### src/rtl/cdc_req_ack_src_if.sv
// Local valid/ready word interface plus the cross-domain req/ack/data bundle
// of the request/acknowledge source controller.
interface cdc_req_ack_src_if #(
  parameter int unsigned DATA_WIDTH = 32
);
  logic                  i_valid;
  logic [DATA_WIDTH-1:0] i_data;
  logic                  o_ready;
  logic                  o_xfer_req;
  logic [DATA_WIDTH-1:0] o_xfer_data;
  logic                  i_async_ack;
  logic                  o_done;
  logic                  o_timeout;

  // Controller side.
  modport master (
    input  i_valid,
    input  i_data,
    input  i_async_ack,
    output o_ready,
    output o_xfer_req,
    output o_xfer_data,
    output o_done,
    output o_timeout
  );

  // Producer / peer side.
  modport slave (
    output i_valid,
    output i_data,
    output i_async_ack,
    input  o_ready,
    input  o_xfer_req,
    input  o_xfer_data,
    input  o_done,
    input  o_timeout
  );
endinterface

### src/rtl/cdc_req_ack_src.sv
// Source side of a 4-phase req/ack crossing: launches a held data word, waits for the
// synchronized acknowledge to rise and fall, then pulses done. Per-phase watchdog is sticky.
module cdc_req_ack_src #(
  parameter int unsigned DATA_WIDTH     = 32,
  parameter int unsigned SYNC_DEPTH     = 2,
  parameter int unsigned TIMEOUT_CYCLES = 1024
) (
  input  logic              clk,
  input  logic              rst,
  cdc_req_ack_src_if.master bus
);

  localparam int unsigned CntW = (TIMEOUT_CYCLES > 0) ? $clog2(TIMEOUT_CYCLES + 1) : 1;
  localparam logic [CntW-1:0] CntMax = CntW'(TIMEOUT_CYCLES);

  typedef enum logic [1:0] {
    StIdle,
    StReq,
    StRelease
  } state_e;

  state_e state_q, state_d;

  logic [SYNC_DEPTH-1:0] ack_sync_q;
  logic                  ack_s;

  logic                  ready;
  logic                  accept;
  logic                  req_q, req_d;
  logic                  done_q, done_d;
  logic [DATA_WIDTH-1:0] data_q, data_d;
  logic [CntW-1:0]       cnt_q, cnt_d;
  logic                  timeout_q, timeout_d;

  // Acknowledge synchronizer; nothing downstream looks at the raw async input.
  always_ff @(posedge clk) begin
    if (rst) begin
      ack_sync_q <= '0;
    end else begin
      ack_sync_q <= {ack_sync_q[SYNC_DEPTH-2:0], bus.i_async_ack};
    end
  end

  assign ack_s = ack_sync_q[SYNC_DEPTH-1];

  // State register.
  always_ff @(posedge clk) begin
    if (rst) begin
      state_q <= StIdle;
    end else begin
      state_q <= state_d;
    end
  end

  // Next-state logic.
  always_comb begin
    state_d = state_q;
    unique case (state_q)
      StIdle: begin
        if (bus.i_valid && !ack_s) begin
          state_d = StReq;
        end
      end
      StReq: begin
        if (ack_s) begin
          state_d = StRelease;
        end
      end
      StRelease: begin
        if (!ack_s) begin
          state_d = StIdle;
        end
      end
      default: state_d = StIdle;
    endcase
  end

  // Output logic: ready is combinational, everything leaving the block is registered.
  always_comb begin
    ready  = (state_q == StIdle) && !ack_s;
    accept = ready && bus.i_valid;
    req_d  = (state_d == StReq);
    done_d = (state_q == StRelease) && (state_d == StIdle);
    data_d = accept ? bus.i_data : data_q;
  end

  // Per-phase watchdog; flags only, never disturbs the handshake.
  always_comb begin
    cnt_d     = cnt_q;
    timeout_d = timeout_q;
    if (TIMEOUT_CYCLES != 0) begin
      if ((state_q == StIdle) || (state_d != state_q)) begin
        cnt_d = '0;
      end else if (cnt_q != CntMax) begin
        cnt_d = cnt_q + CntW'(1);
        if (cnt_d == CntMax) begin
          timeout_d = 1'b1;
        end
      end
    end
  end

  always_ff @(posedge clk) begin
    if (rst) begin
      req_q     <= 1'b0;
      done_q    <= 1'b0;
      data_q    <= '0;
      cnt_q     <= '0;
      timeout_q <= 1'b0;
    end else begin
      req_q     <= req_d;
      done_q    <= done_d;
      data_q    <= data_d;
      cnt_q     <= cnt_d;
      timeout_q <= timeout_d;
    end
  end

  assign bus.o_ready     = ready;
  assign bus.o_xfer_req  = req_q;
  assign bus.o_xfer_data = data_q;
  assign bus.o_done      = done_q;
  assign bus.o_timeout   = timeout_q;

endmodule
### src/flat_wrapper.sv
// flat-port wrapper written by rule: the top's interface ports become plain ports
module cdc_req_ack_src_flat 
#(
  parameter int unsigned DATA_WIDTH     = 32,
  parameter int unsigned SYNC_DEPTH     = 2,
  parameter int unsigned TIMEOUT_CYCLES = 1024
)
  (clk, rst, bus_i_valid, bus_i_data, bus_i_async_ack, bus_o_ready, bus_o_xfer_req, bus_o_xfer_data, bus_o_done, bus_o_timeout);
  cdc_req_ack_src_if #(.DATA_WIDTH(DATA_WIDTH)) bus_i ();
  input  logic clk;
  input  logic rst;
  input wire logic [$bits(bus_i.i_valid)-1:0] bus_i_valid;
  input wire logic [$bits(bus_i.i_data)-1:0] bus_i_data;
  input wire logic [$bits(bus_i.i_async_ack)-1:0] bus_i_async_ack;
  output wire logic [$bits(bus_i.o_ready)-1:0] bus_o_ready;
  output wire logic [$bits(bus_i.o_xfer_req)-1:0] bus_o_xfer_req;
  output wire logic [$bits(bus_i.o_xfer_data)-1:0] bus_o_xfer_data;
  output wire logic [$bits(bus_i.o_done)-1:0] bus_o_done;
  output wire logic [$bits(bus_i.o_timeout)-1:0] bus_o_timeout;
  assign bus_i.i_valid = bus_i_valid;
  assign bus_i.i_data = bus_i_data;
  assign bus_i.i_async_ack = bus_i_async_ack;
  assign bus_o_ready = bus_i.o_ready;
  assign bus_o_xfer_req = bus_i.o_xfer_req;
  assign bus_o_xfer_data = bus_i.o_xfer_data;
  assign bus_o_done = bus_i.o_done;
  assign bus_o_timeout = bus_i.o_timeout;
  cdc_req_ack_src #(.DATA_WIDTH(DATA_WIDTH), .SYNC_DEPTH(SYNC_DEPTH), .TIMEOUT_CYCLES(TIMEOUT_CYCLES)) u_core (.clk(clk), .rst(rst), .bus(bus_i));
endmodule
### config.mk
export PLATFORM = sky130hd
export DESIGN_NAME = cdc_req_ack_src_flat
export DESIGN_NICKNAME = d
export VERILOG_FILES = /design/src/rtl/cdc_req_ack_src_if.sv /design/src/rtl/cdc_req_ack_src.sv /design/src/flat_wrapper.sv
export SDC_FILE = /design/constraint.sdc
export NUM_CORES = 1
export LEC_CHECK = 0
export ABC_CLOCK_PERIOD_IN_PS = 2400
export CORE_AREA = 2 2 70 72
export CTS_BUF_LIST = sky130_fd_sc_hd__clkbuf_16
export DETAILED_ROUTE_END_ITERATION = 8
export DIE_AREA = 0 0 72 74
export HOLD_SLACK_MARGIN = 0.15
export PLACE_DENSITY = 0.81
export SLEW_MARGIN = 20
export SYNTH_ARGS = -nofsm -noshare
export SYNTH_HDL_FRONTEND = slang
export SYNTH_SLANG_ARGS = --single-unit
### constraint.sdc
create_clock -name clk -period 2.4 [get_ports clk]
set_input_delay 0.48 -clock clk [delete_from_list [all_inputs] [get_ports clk]]
set_output_delay 0.48 -clock clk [all_outputs]
set_load 0.02 [all_outputs]
==> reports/summary.json <==
{
  "result_of_the_run": "finished, final reports clean",
  "p_clk_frac": 0.364,
  "vias_per_cell": 4.95,
  "drt-initial-drc-count": 40,
  "final_common_cell": "sky130_fd_sc_hd__clkdlybuf4s50_1",
  "post_synth_num_cell_types": 29,
  "synthesis.instances": 232,
  "hold_start": "u_core.bus.o_xfer_data[24]$_SDFFE_PP0P_",
  "postRouteWirelength_um": 4540,
  "power_frac_comb": 0.150,
  "wl_per_cell_um": 12.7,
  "cts_resized": 0,
  "cts_post_setup_buffers_inserted": 0,
  "layout.cells.most_common_list": "71 x sky130_fd_sc_hd__clkdlybuf4s50_1, 70 x sky130_fd_sc_hd__nand2_1, 50 x sky130_fd_sc_hd__dfxtp_1",
  "post-synth-top-area-fraction": 0.524,
  "worst_pin_slew_ns": 0.397,
  "drtPass1Iterations": 4,
  "cp_data_arrival_time_ns": 1.60,
  "fillers": 410,
  "syn_nets": 270,
  "fmax_mhz": 480,
  "clk_latency_ns": 0.28,
  "gr-usage-all-layers": 0.182,
  "finalWorstSetupSlack_ns": 0.318,
  "floorplan.die.height_um": 74,
  "hold_path_depth": 2,
  "total_die_area_mm2": 0.00533,
  "reg2reg_slack_ns": 0.50,
  "fin_worst_skew_ns": 0.00434,
  "synth_top_cell_by_area": "sky130_fd_sc_hd__dfxtp_1",
  "final_period_minus_worst_setup_slack_ns": 2.08,
  "p_switching_w": 0.000442,
  "tritoncts_clock_tree": "yes",
  "design.portCount": 72,
  "grt_start_max_net_pins": 33,
  "route.antenna.remaining_nets": 0,
  "clock_sink_count": 50,
  "synth_area_mm2": 0.00191,
  "post-layout-total-power_w": 0.00183,
  "chipWidth_um": 72,
  "yosys_register_bits": 50,
  "holdCritPathClass": "reg2reg",
  "worst_case_reg_to_reg_path_depth": 6,
  "power.ir.vdd_worst_mv": 0.483,
  "max_cap_viol_count": 0,
  "route.detailed.drc": 0,
  "placeableCoreArea_mm2": 0.00460,
  "num_antenna_cells": 0,
  "rr_startpoint": "u_core.cnt_q[0]$_SDFFE_PP0P_",
  "cts_made_buffers": 5,
  "syn_area_per_cell_um2": 8.23,
  "critical_path_required_ns": 1.92,
  "critical_path.reg2reg.endpoint": "u_core.bus.o_timeout$_SDFFE_PP0P_",
  "tightest_slew_margin_relative_to_the_limit": 0.734,
  "hold_ws_ns": 0.452,
  "row_count": 25,
  "finish.instance_area_mm2": 0.00281,
  "timing_worst_setup_path_type": "reg2out",
  "initial_core_util": 0.415,
  "grt_first_pass_wirelength_um": 7510,
  "crit_path_max_fanout": 6,
  "clkTransAtPathRegs_ns": 0.06,
  "power.share.sequential": 0.486,
  "seqCellArea_mm2": 0.00100,
  "count_of_warnings_emitted_by_yosys": 0,
  "cts-htree-levels": 2,
  "grt-ovfl-total": 0,
  "cts_hold_repair.buffers": 0,
  "crit_path_end_kind": "primary output",
  "timing.hold.worst_endpoint": "u_core.bus.o_xfer_data[24]$_SDFFE_PP0P_",
  "clock_tree.root_cell": "sky130_fd_sc_hd__clkbuf_16",
  "unrepaired_setup_endpoints_after_global_routing": "no",
  "post-place-ws_ns": 0.474,
  "critPathLaunchType": "register",
  "report.final.setup_viol": 0,
  "first_global_vias": 1746,
  "timing.final.max_slew_violations": 0,
  "via_count": 1771,
  "setup-tns-final_ns": 0,
  "power_switching_share": 0.242,
  "place_area_mm2": 0.00267,
  "hpwl_um": 3260,
  "layout-drive-gt1-share": 0.0526,
  "cellPowerDensity_mw_per_mm2": 651,
  "syn2layout_area_growth_pct": 47.0,
  "antenna_found_initial": 0,
  "buffer_ports.inserted": 71,
  "multi_input_area_um2": 845,
  "total_leakage_power_nw": 1.05,
  "post_layout_net_count": 341,
  "routabilityCongestion": 0.778,
  "synth.top_cells.by_area": "sky130_fd_sc_hd__dfxtp_1 52%, sky130_fd_sc_hd__nand2_1 14%, sky130_fd_sc_hd__a21oi_1 9.2%",
  "ctsLongestPathBuffers": 2,
  "layout_worst_path_cycle_share": 0.867,
  "report.final.hold_viol_count": 0,
  "ys_seq_area_frac": 0.524,
  "power.internal_w": 0.00139
}
## registers in the layout (all words and copies together) (netlist names)
name and cells:
u_core.ack_sync_q 2, u_core.bus.o_done 1, u_core.bus.o_timeout 1, u_core.bus.o_xfer_data 32, u_core.bus.o_xfer_req 1, u_core.cnt_q 11, u_core.state_q 2
## cells by family after synthesis
family / after synthesis / synth area share
xor gates and xnor gates: 10 / 0.0459
and+or+nand+nor: 115 / 0.265
AOI/OAI and AO/OA: 41 / 0.119
adders and majority gates: 2 / 0.0131
DFF: 50 / 0.524
buffers and inverters: 14 / 0.0334
## metrics by stage
stage | instances | utilization
final | 358 | 0.610
after detailed placement | 350 | 0.580
after global placement | 350 | 0.580
after global routing | 358 | 0.610
after floorplan | 232 | -
after CTS | 358 | 0.610
## area by class of cell
type,count,share of cell area
tap,54,0.0241
inverter,2,0.00267
sequential,50,0.357
clock inverter,3,0.00446
clock buffer,5,0.0446
multi-input combinational,168,0.301
timing repair buffer,76,0.267
## worst max path at each step
stage,to,cells after the start,start,slack [ns]
2_1_floorplan,u_core.bus.o_xfer_data[0]$_SDFFE_PP0P_,6,u_core.ack_sync_q[1]$_SDFF_PP0_,0.69
3_3_place_gp,u_core.cnt_q[2]$_SDFFE_PP0P_,6,rst,0.50
3_5_place_dp,u_core.cnt_q[2]$_SDFFE_PP0P_,6,rst,0.47
4_1_cts,bus_o_ready,2,u_core.ack_sync_q[1]$_SDFF_PP0_,0.31
5_1_grt,bus_o_ready,2,u_core.ack_sync_q[1]$_SDFF_PP0_,0.24
6_report,bus_o_ready,2,u_core.ack_sync_q[1]$_SDFF_PP0_,0.32
## cell usage after synthesis (all sizes together)
| library cell | number |
|---|---|
| o41ai | 1 |
| and4 | 2 |
| a211oi | 1 |
| o2111ai | 1 |
| nand3 | 4 |
| and3 | 6 |
| nor3 | 5 |
| nand2b | 4 |
| nor3b | 1 |
| a21o | 1 |
| nor2b | 2 |
| nor2 | 16 |
| xnor2 | 3 |
| buf | 4 |
| a21oi | 35 |
| ha | 2 |
| nand4 | 1 |
| nand2 | 70 |
| inv | 2 |
| xor2 | 7 |
| o21ai | 2 |
| nor4 | 2 |
| clkbuf | 8 |
| dfxtp | 50 |
| and2 | 1 |
| nor4b | 1 |
## critical path, stage by stage, from the launching register on
cell and delay, ns:
sky130_fd_sc_hd__dfxtp_1 0.36, sky130_fd_sc_hd__nor3_1 0.30, sky130_fd_sc_hd__clkdlybuf4s50_1 0.66
## layer usage
layer | GRT usage | up-vias | share of wire
li1 | - | 905 | -
met1 | 0.193 | 810 | 0.40
met2 | 0.314 | 51 | 0.49
met3 | 0.0949 | 5 | 0.096
met4 | 0.0629 | 0 | 0.014
met5 | 0 | - | 0
## power groups by stage
stage	Combinational, W	Sequential, W	Clock (W)
global route	0.000298	0.000893	0.000710
detailed placement	0.000276	0.000907	0
CTS	0.000278	0.000888	0.000681
finish	0.000274	0.000888	0.000666
floorplan	0.0000837	0.000947	0
global placement	0.000272	0.000905	0
No activity file was read; power rests on OpenSTA's default activity.
